<file path="src/rtl/semafor_pkg.sv">
`default_nettype none
// ============================================================================
// Module      : semafor_pkg
// Description : Shared states, lamp words, mode codes and decode helpers for
//               the demand-driven two-road semafor scheduler.
// Revision    : 1.0 - initial release
// ============================================================================
package semafor_pkg;

    typedef enum logic [2:0] {
        ST_ALL_RED_BA = 3'd0,
        ST_A_GREEN    = 3'd1,
        ST_A_YELLOW   = 3'd2,
        ST_ALL_RED_AB = 3'd3,
        ST_B_GREEN    = 3'd4,
        ST_B_YELLOW   = 3'd5,
        ST_FLASH      = 3'd6,
        ST_STOP       = 3'd7
    } state_t;

    typedef enum logic [1:0] {
        MODE_NORMAL = 2'b00,
        MODE_FLASH  = 2'b01,
        MODE_STOP   = 2'b10
    } mode_t;

    localparam logic [2:0] RED = 3'b100;
    localparam logic [2:0] YEL = 3'b010;
    localparam logic [2:0] GRN = 3'b001;
    localparam logic [2:0] OFF = 3'b000;

    // Selector 11 behaves as all-red stop.
    function automatic mode_t mode_decode(input logic [1:0] sel);
        mode_t m;
        case (sel)
            2'b00:   m = MODE_NORMAL;
            2'b01:   m = MODE_FLASH;
            default: m = MODE_STOP;
        endcase
        return m;
    endfunction

    // Entry lamp word for road A; FLASH starts lit.
    function automatic logic [2:0] lamp_a(input state_t s);
        logic [2:0] l;
        case (s)
            ST_A_GREEN:  l = GRN;
            ST_A_YELLOW: l = YEL;
            ST_FLASH:    l = YEL;
            default:     l = RED;
        endcase
        return l;
    endfunction

    function automatic logic [2:0] lamp_b(input state_t s);
        logic [2:0] l;
        case (s)
            ST_B_GREEN:  l = GRN;
            ST_B_YELLOW: l = YEL;
            ST_FLASH:    l = YEL;
            default:     l = RED;
        endcase
        return l;
    endfunction

    function automatic logic is_all_red(input state_t s);
        return (s == ST_ALL_RED_BA) || (s == ST_ALL_RED_AB);
    endfunction

endpackage
`default_nettype wire

</file>
<file path="src/rtl/semafor_scheduler_if.sv">
`default_nettype none
// ============================================================================
// Module      : semafor_scheduler_if
// Description : Request/mode inputs and lamp outputs of the semafor scheduler.
// Revision    : 1.0 - initial release
// ============================================================================
interface semafor_scheduler_if;
    logic [1:0] Sel_in;
    logic       req_a;
    logic       req_b;
    logic       ped_req;
    logic [2:0] RGB_A;
    logic [2:0] RGB_B;
    logic       ped_walk;
    logic [2:0] phase;

    modport master (
        output Sel_in, req_a, req_b, ped_req,
        input  RGB_A, RGB_B, ped_walk, phase
    );

    modport slave (
        input  Sel_in, req_a, req_b, ped_req,
        output RGB_A, RGB_B, ped_walk, phase
    );
endinterface
`default_nettype wire

</file>
<file path="src/rtl/semafor_tick_timer.sv">
`default_nettype none
// ============================================================================
// Module      : semafor_tick_timer
// Description : Prescaler producing a tick every CLK_DIV cycles and a
//               saturating count of completed ticks; restart clears both.
// Revision    : 1.0 - initial release
// ============================================================================
module semafor_tick_timer #(
    parameter int CLK_DIV = 50,
    parameter int TW      = 8
) (
    input  wire logic          clk,
    input  wire logic          reset,
    input  wire logic          restart,
    output logic               tick,
    output logic [TW-1:0]      elapsed
);

    localparam int              c_PW   = (CLK_DIV > 2) ? $clog2(CLK_DIV) : 1;
    localparam logic [c_PW-1:0] c_LAST = c_PW'(CLK_DIV - 1);

    logic [c_PW-1:0] r_presc;
    logic [TW-1:0]   r_elapsed;

    assign tick    = (r_presc == c_LAST);
    assign elapsed = r_elapsed;

    always_ff @(posedge clk or posedge reset) begin
        if (reset) begin
            r_presc   <= '0;
            r_elapsed <= '0;
        end else if (restart) begin
            r_presc   <= '0;
            r_elapsed <= '0;
        end else if (tick) begin
            r_presc <= '0;
            if (r_elapsed != {TW{1'b1}}) begin
                r_elapsed <= r_elapsed + 1'b1;
            end
        end else begin
            r_presc <= r_presc + 1'b1;
        end
    end

endmodule
`default_nettype wire

</file>
<file path="src/rtl/semafor_scheduler.sv">
`default_nettype none
// ============================================================================
// Module      : semafor_scheduler
// Description : Demand-driven two-road phase controller with min/max green,
//               yellow, all-red clearance, pedestrian walk and mode override.
// Revision    : 1.0 - initial release
// ============================================================================
module semafor_scheduler
    import semafor_pkg::*;
#(
    parameter int CLK_DIV   = 50,
    parameter int MIN_GREEN = 5,
    parameter int MAX_GREEN = 20,
    parameter int YELLOW_T  = 3,
    parameter int ALL_RED_T = 1,
    parameter int PED_T     = 4,
    parameter int TW        = 8
) (
    input  wire logic           clk,
    input  wire logic           reset,
    semafor_scheduler_if.slave  bus
);

    localparam logic [TW:0] c_MIN_G   = (TW+1)'(MIN_GREEN);
    localparam logic [TW:0] c_MAX_G   = (TW+1)'(MAX_GREEN);
    localparam logic [TW:0] c_YEL_T   = (TW+1)'(YELLOW_T);
    localparam logic [TW:0] c_CLEAR_T = (TW+1)'(ALL_RED_T);
    localparam logic [TW:0] c_PED_T   = (TW+1)'(PED_T);

    state_t      r_state;
    logic [2:0]  r_rgb_a;
    logic [2:0]  r_rgb_b;
    logic        r_ped_walk;
    logic        r_lit;
    logic        r_pend_a;
    logic        r_pend_b;
    logic        r_pend_p;

    logic          w_tick;
    logic [TW-1:0] w_elapsed;
    logic [TW:0]   w_count;
    logic          w_exit;
    state_t        w_next;
    mode_t         w_mode;

    semafor_tick_timer #(
        .CLK_DIV (CLK_DIV),
        .TW      (TW)
    ) u_timer (
        .clk     (clk),
        .reset   (reset),
        .restart (w_exit),
        .tick    (w_tick),
        .elapsed (w_elapsed)
    );

    // Ticks completed including the current one, so a duration of N ticks
    // ends on the tick where w_count reaches N.
    assign w_count = {1'b0, w_elapsed} + (TW+1)'(1);
    assign w_mode  = mode_decode(bus.Sel_in);

    always_comb begin
        w_exit = 1'b0;
        w_next = r_state;
        case (r_state)
            ST_ALL_RED_BA, ST_ALL_RED_AB: begin
                w_exit = w_tick && (w_count >= (r_ped_walk ? c_PED_T : c_CLEAR_T));
                if (w_mode == MODE_FLASH)     w_next = ST_FLASH;
                else if (w_mode == MODE_STOP) w_next = ST_STOP;
                else if (r_state == ST_ALL_RED_AB) w_next = ST_B_GREEN;
                else                          w_next = ST_A_GREEN;
            end
            ST_A_GREEN: begin
                w_exit = w_tick && (w_count >= c_MIN_G)
                         && ((w_mode != MODE_NORMAL) || r_pend_b || r_pend_p)
                         && !(r_pend_a && (w_mode == MODE_NORMAL) && (w_count < c_MAX_G));
                w_next = ST_A_YELLOW;
            end
            ST_B_GREEN: begin
                w_exit = w_tick && (w_count >= c_MIN_G)
                         && ((w_mode != MODE_NORMAL) || r_pend_a || r_pend_p)
                         && !(r_pend_b && (w_mode == MODE_NORMAL) && (w_count < c_MAX_G));
                w_next = ST_B_YELLOW;
            end
            ST_A_YELLOW: begin
                w_exit = w_tick && (w_count >= c_YEL_T);
                w_next = ST_ALL_RED_AB;
            end
            ST_B_YELLOW: begin
                w_exit = w_tick && (w_count >= c_YEL_T);
                w_next = ST_ALL_RED_BA;
            end
            ST_FLASH: begin
                w_exit = w_tick && (w_mode != MODE_FLASH);
                w_next = (w_mode == MODE_NORMAL) ? ST_ALL_RED_BA : ST_STOP;
            end
            ST_STOP: begin
                w_exit = w_tick && (w_mode != MODE_STOP);
                w_next = (w_mode == MODE_NORMAL) ? ST_ALL_RED_BA : ST_FLASH;
            end
            default: begin
                w_exit = 1'b1;
                w_next = ST_ALL_RED_BA;
            end
        endcase
    end

    always_ff @(posedge clk or posedge reset) begin
        if (reset) begin
            r_state    <= ST_ALL_RED_BA;
            r_rgb_a    <= RED;
            r_rgb_b    <= RED;
            r_ped_walk <= 1'b0;
            r_lit      <= 1'b1;
            r_pend_a   <= 1'b0;
            r_pend_b   <= 1'b0;
            r_pend_p   <= 1'b0;
        end else begin
            // A request arriving in the same cycle as the clear is kept.
            if (bus.req_a)                              r_pend_a <= 1'b1;
            else if (w_exit && (w_next == ST_A_GREEN))  r_pend_a <= 1'b0;
            if (bus.req_b)                              r_pend_b <= 1'b1;
            else if (w_exit && (w_next == ST_B_GREEN))  r_pend_b <= 1'b0;
            if (bus.ped_req)                            r_pend_p <= 1'b1;
            else if (w_exit && r_ped_walk)              r_pend_p <= 1'b0;

            if (w_exit) begin
                r_state    <= w_next;
                r_rgb_a    <= lamp_a(w_next);
                r_rgb_b    <= lamp_b(w_next);
                r_lit      <= 1'b1;
                r_ped_walk <= is_all_red(w_next) && (r_pend_p || bus.ped_req);
            end else if ((r_state == ST_FLASH) && w_tick) begin
                r_lit   <= ~r_lit;
                r_rgb_a <= r_lit ? OFF : YEL;
                r_rgb_b <= r_lit ? OFF : YEL;
            end
        end
    end

    assign bus.RGB_A    = r_rgb_a;
    assign bus.RGB_B    = r_rgb_b;
    assign bus.ped_walk = r_ped_walk;
    assign bus.phase    = r_state;

endmodule
`default_nettype wire

</file>
<file path="src/flat_wrapper.sv">
// flat-port wrapper written by rule: the top's interface ports become plain ports
module semafor_scheduler_flat import semafor_pkg::*;
#(
    parameter int CLK_DIV   = 50,
    parameter int MIN_GREEN = 5,
    parameter int MAX_GREEN = 20,
    parameter int YELLOW_T  = 3,
    parameter int ALL_RED_T = 1,
    parameter int PED_T     = 4,
    parameter int TW        = 8
)
  (clk, reset, bus_Sel_in, bus_req_a, bus_req_b, bus_ped_req, bus_RGB_A, bus_RGB_B, bus_ped_walk, bus_phase);
  semafor_scheduler_if bus_i ();
  input  wire logic clk;
  input  wire logic reset;
  input wire logic [$bits(bus_i.Sel_in)-1:0] bus_Sel_in;
  input wire logic [$bits(bus_i.req_a)-1:0] bus_req_a;
  input wire logic [$bits(bus_i.req_b)-1:0] bus_req_b;
  input wire logic [$bits(bus_i.ped_req)-1:0] bus_ped_req;
  output wire logic [$bits(bus_i.RGB_A)-1:0] bus_RGB_A;
  output wire logic [$bits(bus_i.RGB_B)-1:0] bus_RGB_B;
  output wire logic [$bits(bus_i.ped_walk)-1:0] bus_ped_walk;
  output wire logic [$bits(bus_i.phase)-1:0] bus_phase;
  assign bus_i.Sel_in = bus_Sel_in;
  assign bus_i.req_a = bus_req_a;
  assign bus_i.req_b = bus_req_b;
  assign bus_i.ped_req = bus_ped_req;
  assign bus_RGB_A = bus_i.RGB_A;
  assign bus_RGB_B = bus_i.RGB_B;
  assign bus_ped_walk = bus_i.ped_walk;
  assign bus_phase = bus_i.phase;
  semafor_scheduler #(.CLK_DIV(CLK_DIV), .MIN_GREEN(MIN_GREEN), .MAX_GREEN(MAX_GREEN), .YELLOW_T(YELLOW_T), .ALL_RED_T(ALL_RED_T), .PED_T(PED_T), .TW(TW)) u_core (.clk(clk), .reset(reset), .bus(bus_i));
endmodule
</file>
<file path="config.mk">
export PLATFORM = sky130hd
export DESIGN_NAME = semafor_scheduler_flat
export DESIGN_NICKNAME = d
export VERILOG_FILES = /design/src/rtl/semafor_pkg.sv /design/src/rtl/semafor_scheduler_if.sv /design/src/rtl/semafor_tick_timer.sv /design/src/rtl/semafor_scheduler.sv /design/src/flat_wrapper.sv
export SDC_FILE = /design/constraint.sdc
export NUM_CORES = 1
export LEC_CHECK = 0
export ABC_AREA = 0
export BUFFER_PORTS_ARGS = -buffer_cell sky130_fd_sc_hd__buf_4
export CORE_MARGIN = 1
export CORE_UTILIZATION = 48
export CTS_CLUSTER_SIZE = 28
export DETAILED_ROUTE_END_ITERATION = 8
export PLACE_DENSITY_LB_ADDON = 0.05
export SLEW_MARGIN = 20
export SYNTH_ARGS = -nofsm -noshare
export SYNTH_HDL_FRONTEND = slang
export SYNTH_HIERARCHICAL = 1
export SYNTH_SLANG_ARGS = --single-unit
export TNS_END_PERCENT = 1
</file>
<file path="constraint.sdc">
create_clock -name clk -period 2.8 [get_ports clk]
set_clock_uncertainty 0.1 [all_clocks]
set_input_delay 0.14 -clock clk [delete_from_list [all_inputs] [get_ports clk]]
set_output_delay 0.14 -clock clk [all_outputs]
set_load 0.1 [all_outputs]
</file>
==> summary.txt, run 1 <==
Setup path
  • CP Capture Type: flop
  • Worst setup SP type: flop
  • Reg2Reg Depth: 9
  • Crit Path Category: flop to flop
  • Critical Path Fanout Max: 10
  • Worst path max stage delay: 0.50 ns
  • Worst Path Required: 2.87 ns
  • Slowest stage cell, crit path: dfrtp_4
  • R2R Setup Slk: 0.12 ns
  • RR Startpoint: u_core/bus.ped_walk
  • CP Cell Sequence: inv_1, ha_1, or3b_2, a221oi_1, o211ai_1, nand4_2, buf_4, a21oi_1, a41o_1
  • CP arrival: 2.75 ns
  • Reg2reg end: u_core/bus.RGB_B[0]

Floorplan
  • Die Wd: 65.0 µm
  • Effective utilization at floorplan: 50.9%
  • Placement Rows: 22
  • Ports: 17
  • Core Region: 3740 µm²
  • Die area: 4220 µm²
  • Die height: 65.0 µm

Yosys
  • Post-Synthesis Cells: 208
  • Yosys top cell by area: dfrtp_1
  • Top FF cell, synth: dfrtp_1
  • Syn nets: 223
  • Share of the synthesized area in the top cell type: 32.9%
  • Largest family of logic cells by synthesized area: simple AND/OR/NAND/NOR gates
  • Post-synthesis sequential area ratio: 37.0%
  • Share of synthesized registers carrying an async set or reset: 100%
  • Synth Area in Adders: 5.26%
  • Post-Syn Area: 1900 µm²
  • Post-synthesis mux area share: 5.19%
  • Synth area leaders: dfrtp_1, ha_1, nand3_1
  • Post-synthesis average cell area: 9.16 µm²
  • Post-synthesis sequential element count: 28
  • Synth Area in XOR/XNOR: 2.76%
  • Ys Warns: 6
  • EDFF count, synth: 0
  • Synth cell types: 56
  • Compound-gate portion of the synthesized area: 19.2%
  • Simple-gate area share of the yosys netlist: 24.3%

GRT
  • Initial antenna violation count: 0
  • Largest net degree at the start of global routing: 20
  • Global Route Usage Sum: 23.2%
  • Vias in the first global route: 1599
  • Global-route wire length before repair: 7550 µm
  • GRT overflow: 0

Detailed routing
  • 1st-pass router iterations: 4
  • Post-route DRC: 0
  • Detailed Route WL: 4370 µm
  • Detailed-route wire length per cell: 15.7 µm
  • Via count: 1652
  • Antenna viol nets, final: 0
  • Drt initial violations: 115
  • Number of vias per cell: 5.92

Final layout
  • Non-Filler Instances: 279
  • Storage element area: 713 µm²
  • Final instance area: 2180 µm²
  • Most common cell after layout, fill and taps aside: buf_4
  • Nets: 247
  • Area growth, synth to finish: 14.3%
  • Fraction of layout cells with a size suffix above 1: 20.8%
  • Footprint of the multi-input gates: 1080 µm²
  • Most frequent cells in the layout: buf_4, dfrtp_1, nand3_1, nor2_1, inv_1
  • Fillers: 352
  • Antenna cells: 0

Hold path
  • WHS Endpoint: u_core/bus.phase[0]
  • Worst Hold Launch: bus_Sel_in[1]
  • Worst hold path cell count: 3
  • Hold Crit Class: input pin to flop

Pwr
  • Power share of the sequential group: 59.7%
  • Clk network pwr share: 34.3%
  • Comb power frac: 5.9%
  • Total power: 679 µW
  • Psw: 153 µW
  • Leak pwr: 0.00103 µW
  • Power Dens Cells: 312 nW/µm²
  • Maximum resistive drop on vdd: 0.196 mV
  • Internal power: 526 µW
  • Sw frac: 22.5%

Timing
  • Final slew viol count: 0
  • Slew HR: 63.4%
  • Fin. Hold Viols: 0
  • Final setup violation count: 0
  • Worst-Margin Slew: 0.549 ns
  • TNS Setup: 0 ns
  • Final setup margin: 0.122 ns
  • RSZ-0062 raised after global routing: no
  • Fin crit share: 95.6%
  • Period minus WS final: 2.68 ns
  • FMAX: 373 MHz

CTS
  • Clk sinks: 28
  • # Post-CTS Setup Buffers: 0
  • Total CTS buffers: 3
  • Clk Latency, worst-skew pair: 0.28 ns
  • TritonCTS clock tree: built
  • Clock slew at reported path FFs: 0.10 ns
  • Root Driver: clkbuf_8
  • Max clock buf depth: 2
  • H-tree depth: 1

Outcome
  • Status: finished clean

Place
  • Pre-CTS setup slack: 0.126 ns
  • DPL Wire Length: 3110 µm
  • GPL Wtd Cong: 0.867
  • Placed inst area: 2090 µm²
  • Number of buffers added on ports: 16
  • Placed Cells: 271

Flow run
  • Max-Cap Viols: 0
[cells by family (layout without fill, tap and decap cells)]
group,count (synthesis),after routing
flops,28,28
compound gates,50,50
xor+xnor,6,6
fa+ha+maj,8,8
mux,9,9
buf+inv,23,46
simple gates,84,84
[cells in the mapped netlist (5+ instances only)]
cell type	number
inv_1	13
nor3_1	5
clkbuf_1	5
nor2_1	16
dfrtp_1	25
ha_1	8
nor2b_1	6
o21ai_0	9
a21oi_1	11
nand3_1	16
nand2_1	12
mux2i_1	5
nand2b_1	6
[state kept, by name (all words and copies together), names as in the netlist]
register / count
u_core/r_lit: 1
u_core/bus.RGB_A: 3
u_core/u_timer/elapsed: 8
u_core/bus.phase: 3
u_core/bus.RGB_B: 3
u_core/r_pend_b: 1
u_core/bus.ped_walk: 1
u_core/r_pend_p: 1
u_core/u_timer/r_presc: 6
u_core/r_pend_a: 1
[power groups by stage]
stage          combinational [µW]  clock [µW]  sequential [µW]
2_1_floorplan                20.5           0              413
3_3_place_gp                 35.0           0              413
3_5_place_dp                 36.4           0              413
4_1_cts                      41.0         242              405
5_1_grt                      45.1         252              405
6_report                     40.4         233              405
[per-stage QoR]
stage / utilization, % / hold slack (ns)
floorplan: - / -0.0731
global placement: 55.8 / 0.121
detailed placement: 55.8 / 0.141
finish: 58.2 / 0.0517
global route: 58.2 / 0.0588
CTS: 58.1 / 0.0492
[how the worst max path moves through the flow]
stage	cells past startpoint	end	startpoint	slack [ns]
finish	9	u_core/bus.RGB_B[0]	u_core/bus.ped_walk	0.12
global route	9	u_core/bus.RGB_B[0]	u_core/bus.ped_walk	0.01
CTS	9	u_core/u_timer/r_presc[5]	u_core/u_timer/elapsed[0]	0.09
detailed placement	9	u_core/u_timer/r_presc[5]	u_core/u_timer/elapsed[0]	0.13
global placement	9	u_core/bus.RGB_A[0]	u_core/u_timer/elapsed[0]	0.23
floorplan	10	u_core/u_timer/r_presc[2]	u_core/bus.ped_walk	-0.04
[worst max-delay path, delay by kind of cell, from the launching register on]
family,cells,cell delay [ns]
compound gates,4,0.82
fa+ha+maj,1,0.23
buf+inv,2,0.30
flops,1,0.50
simple gates,2,0.62
[area by class of cell]
type                            count  area share (%)
Clock buffer                        4            2.07
Inverter                           13            2.24
Multi-Input combinational cell    157            49.7
Sequential cell                    28            32.8
Tap cell                           48            2.76
Timing Repair Buffer               29            10.5
[metal layers]
layer | global-route usage (%) | part of all wire (%)
met5 | 0 | 0
met4 | 6.39 | 0.53
met3 | 2.64 | 5.1
met2 | 35.9 | 45
met1 | 34.0 | 49
[what timing repair did]
action	CTS	global route
hold buffers	4	0
hold endpoints to repair	28	0
endpoints found under the setup margin	0	13
resized for setup	0	2
(Power assumes the default switching activity.)
==> run 2, diff against run 1 <==
--- a/config.mk
+++ b/config.mk
@@ -7,8 +7,10 @@
 export LEC_CHECK = 0
 export ABC_AREA = 0
 export BUFFER_PORTS_ARGS = -buffer_cell sky130_fd_sc_hd__buf_4
+export CELL_PAD_IN_SITES_DETAIL_PLACEMENT = 1
+export CELL_PAD_IN_SITES_GLOBAL_PLACEMENT = 2
 export CORE_MARGIN = 1
-export CORE_UTILIZATION = 48
+export CORE_UTILIZATION = 33
 export CTS_CLUSTER_SIZE = 28
 export DETAILED_ROUTE_END_ITERATION = 8
 export PLACE_DENSITY_LB_ADDON = 0.05
==> summary.txt, run 2 (same netlist as run 1, synthesis figures left out) <==
CTS
  • Root Driver: clkbuf_8 (unchanged)
  • Clk Latency, worst-skew pair: 0.28 ns (about the same)
  • # Post-CTS Setup Buffers: 0 (unchanged)
  • Total CTS buffers: 3 (unchanged)
  • Clock slew at reported path FFs: 0.10 ns (about the same)
  • Max clock buf depth: 2 (unchanged)
  • TritonCTS clock tree: built (unchanged)
  • Clk sinks: 28 (unchanged)
  • H-tree depth: 1 (unchanged)

GRT
  • Global-route wire length before repair: 8670 µm (was 7550 µm)
  • Initial antenna violation count: 0 (unchanged)
  • Global Route Usage Sum: 18.0% (was 23.2%)
  • Largest net degree at the start of global routing: 16 (was 20)
  • Vias in the first global route: 1730 (was 1599)
  • GRT overflow: 0 (unchanged)

Setup path
  • RR Startpoint: u_core/bus.ped_walk (unchanged)
  • CP Capture Type: flop (unchanged)
  • Crit Path Category: flop to flop (unchanged)
  • Reg2reg end: u_core/bus.RGB_A[0] (was u_core/bus.RGB_B[0])
  • R2R Setup Slk: 0.16 ns (was 0.12 ns)
  • CP arrival: 2.71 ns (was 2.75 ns)
  • Worst Path Required: 2.87 ns (about the same)
  • Critical Path Fanout Max: 10 (unchanged)
  • Reg2Reg Depth: 9 (unchanged)
  • Worst setup SP type: flop (unchanged)

Detailed routing
  • Number of vias per cell: 5.44 (was 5.92)
  • Detailed Route WL: 5150 µm (was 4370 µm)
  • 1st-pass router iterations: 4 (unchanged)
  • Antenna viol nets, final: 0 (unchanged)
  • Post-route DRC: 0 (unchanged)
  • Drt initial violations: 82 (was 115)
  • Detailed-route wire length per cell: 16.9 µm (was 15.7 µm)
  • Via count: 1659 (was 1652)

Floorplan
  • Die Wd: 78.0 µm (was 65.0 µm)
  • Core Region: 5540 µm² (was 3740 µm²)
  • Placement Rows: 27 (was 22)
  • Die height: 78.0 µm (was 65.0 µm)
  • Effective utilization at floorplan: 34.4% (was 50.9%)
  • Ports: 17 (unchanged)
  • Die area: 6080 µm² (was 4220 µm²)

Final layout
  • Most common cell after layout, fill and taps aside: buf_4 (unchanged)
  • Area growth, synth to finish: 17.6% (was 14.3%)
  • Antenna cells: 0 (unchanged)
  • Nets: 249 (was 247)
  • Fraction of layout cells with a size suffix above 1: 23.2% (was 20.8%)
  • Most frequent cells in the layout: buf_4, dfrtp_1, nand3_1, nor2_1, inv_1 (unchanged)
  • Max FFs per register: 8 (unchanged)

Pwr
  • Total power: 684 µW (was 679 µW)
  • Maximum resistive drop on vdd: 0.187 mV (was 0.196 mV)
  • Comb power frac: 6.0% (was 5.9%)
  • Sw frac: 23.1% (was 22.5%)
  • Psw: 158 µW (was 153 µW)
  • Power Dens Cells: 305 nW/µm² (was 312 nW/µm²)
  • Leak pwr: 0.00104 µW (was 0.00103 µW)
  • Clk network pwr share: 34.8% (was 34.3%)
  • Internal power: 526 µW (about the same)
  • Power share of the sequential group: 59.2% (was 59.7%)

Hold path
  • WHS Endpoint: u_core/bus.phase[0] (unchanged)
  • Hold Crit Class: input pin to flop (unchanged)
  • Worst hold path cell count: 3 (unchanged)
  • Worst Hold Launch: bus_Sel_in[1] (unchanged)

Flow run
  • Max-Cap Viols: 0 (unchanged)

Timing
  • Final setup violation count: 0 (unchanged)
  • TNS Setup: 0 ns (unchanged)
  • Period minus WS final: 2.64 ns (was 2.68 ns)
  • Fin. Hold Viols: 0 (unchanged)
  • Final setup margin: 0.159 ns (was 0.122 ns)
  • RSZ-0062 raised after global routing: no (unchanged)
  • WHS: 0.0561 ns (was 0.0517 ns)
  • Fin crit share: 94.3% (was 95.6%)
  • Worst-Margin Slew: 0.598 ns (was 0.549 ns)
  • Slew HR: 60.1% (was 63.4%)
  • Final slew viol count: 0 (unchanged)
  • FMAX: 379 MHz (was 373 MHz)

Place
  • Number of buffers added on ports: 16 (unchanged)
  • GPL Wtd Cong: 0.763 (was 0.867)
  • DPL Wire Length: 3870 µm (was 3110 µm)
  • Pre-CTS setup slack: 0.0784 ns (was 0.126 ns)

Outcome
  • Status: finished clean (unchanged)
run 2: cell count changes in the layout (fill, tap and decap cells not counted), sizes merged:
| cell | previous run | this run |
|---|---|---|
| buf | 25 | 27 |
run 2: worst max path at each step:
stage,cells after the start,slack [ns],from,end
2_1_floorplan,10,-0.04,u_core/bus.ped_walk,u_core/u_timer/r_presc[2]
3_3_place_gp,9,0.20,u_core/u_timer/elapsed[0],u_core/bus.RGB_B[0]
3_5_place_dp,9,0.08,u_core/u_timer/elapsed[0],u_core/u_timer/r_presc[2]
4_1_cts,9,0.05,u_core/u_timer/elapsed[0],u_core/u_timer/r_presc[2]
5_1_grt,11,0.04,u_core/u_timer/r_presc[1],u_core/bus.RGB_B[2]
6_report,9,0.16,u_core/bus.ped_walk,u_core/bus.RGB_A[0]
run 2: through the flow:
step,utilization [%],instance area (µm²),std cells
6_report,40.4,2240,305
5_1_grt,40.4,2240,305
4_1_cts,40.0,2220,305
3_5_place_dp,38.5,2130,297
3_3_place_gp,38.5,2130,297
2_1_floorplan,-,1910,208
run 2: power by group through the flow:
stage                     clock network, µW  logic [µW]  registers [µW]
after floorplan                           0        20.5             413
after global placement                    0        36.3             413
after detailed placement                  0        37.4             413
after CTS                               244        42.0             405
after global routing                    264        46.1             405
final                                   238        41.1             405
run 2: routing by layer:
metal  part of all wire (%)  global-route usage (%)  vias to the layer above
met1                     51                    26.8                      834
met3                    1.9                    1.76                        2
met2                     47                    28.7                       18
li1                       -                       -                      805
met4                   0.29                    2.78                        0
met5                      0                       0                        -
run 2: area by class of cell:
| cell class | count | area [µm²] |
|---|---|---|
| inverters | 13 | 48.8 |
| well taps | 72 | 90.1 |
| clock buffers | 4 | 45.0 |
| flip-flops and latches | 28 | 714 |
| repair buffers | 31 | 243 |
| fillers | 656 | 3300 |
| multi-input cells | 157 | 1100 |
run 2: repair_timing:
item / in CTS / in global routing
gates resized for setup: 0 / 6
endpoints found under the setup margin: 0 / 20
hold endpoints to repair: 28 / 0
hold buffers: 4 / 0
run 2: critical path: stages (launching register included):
cell and delay (ns):
dfrtp_4 0.49, inv_1 0.11, ha_1 0.24, or3b_2 0.48, a221oi_2 0.29, o211ai_1 0.15
nand4_2 0.17, buf_4 0.20, a21oi_1 0.10, a41o_1 0.21
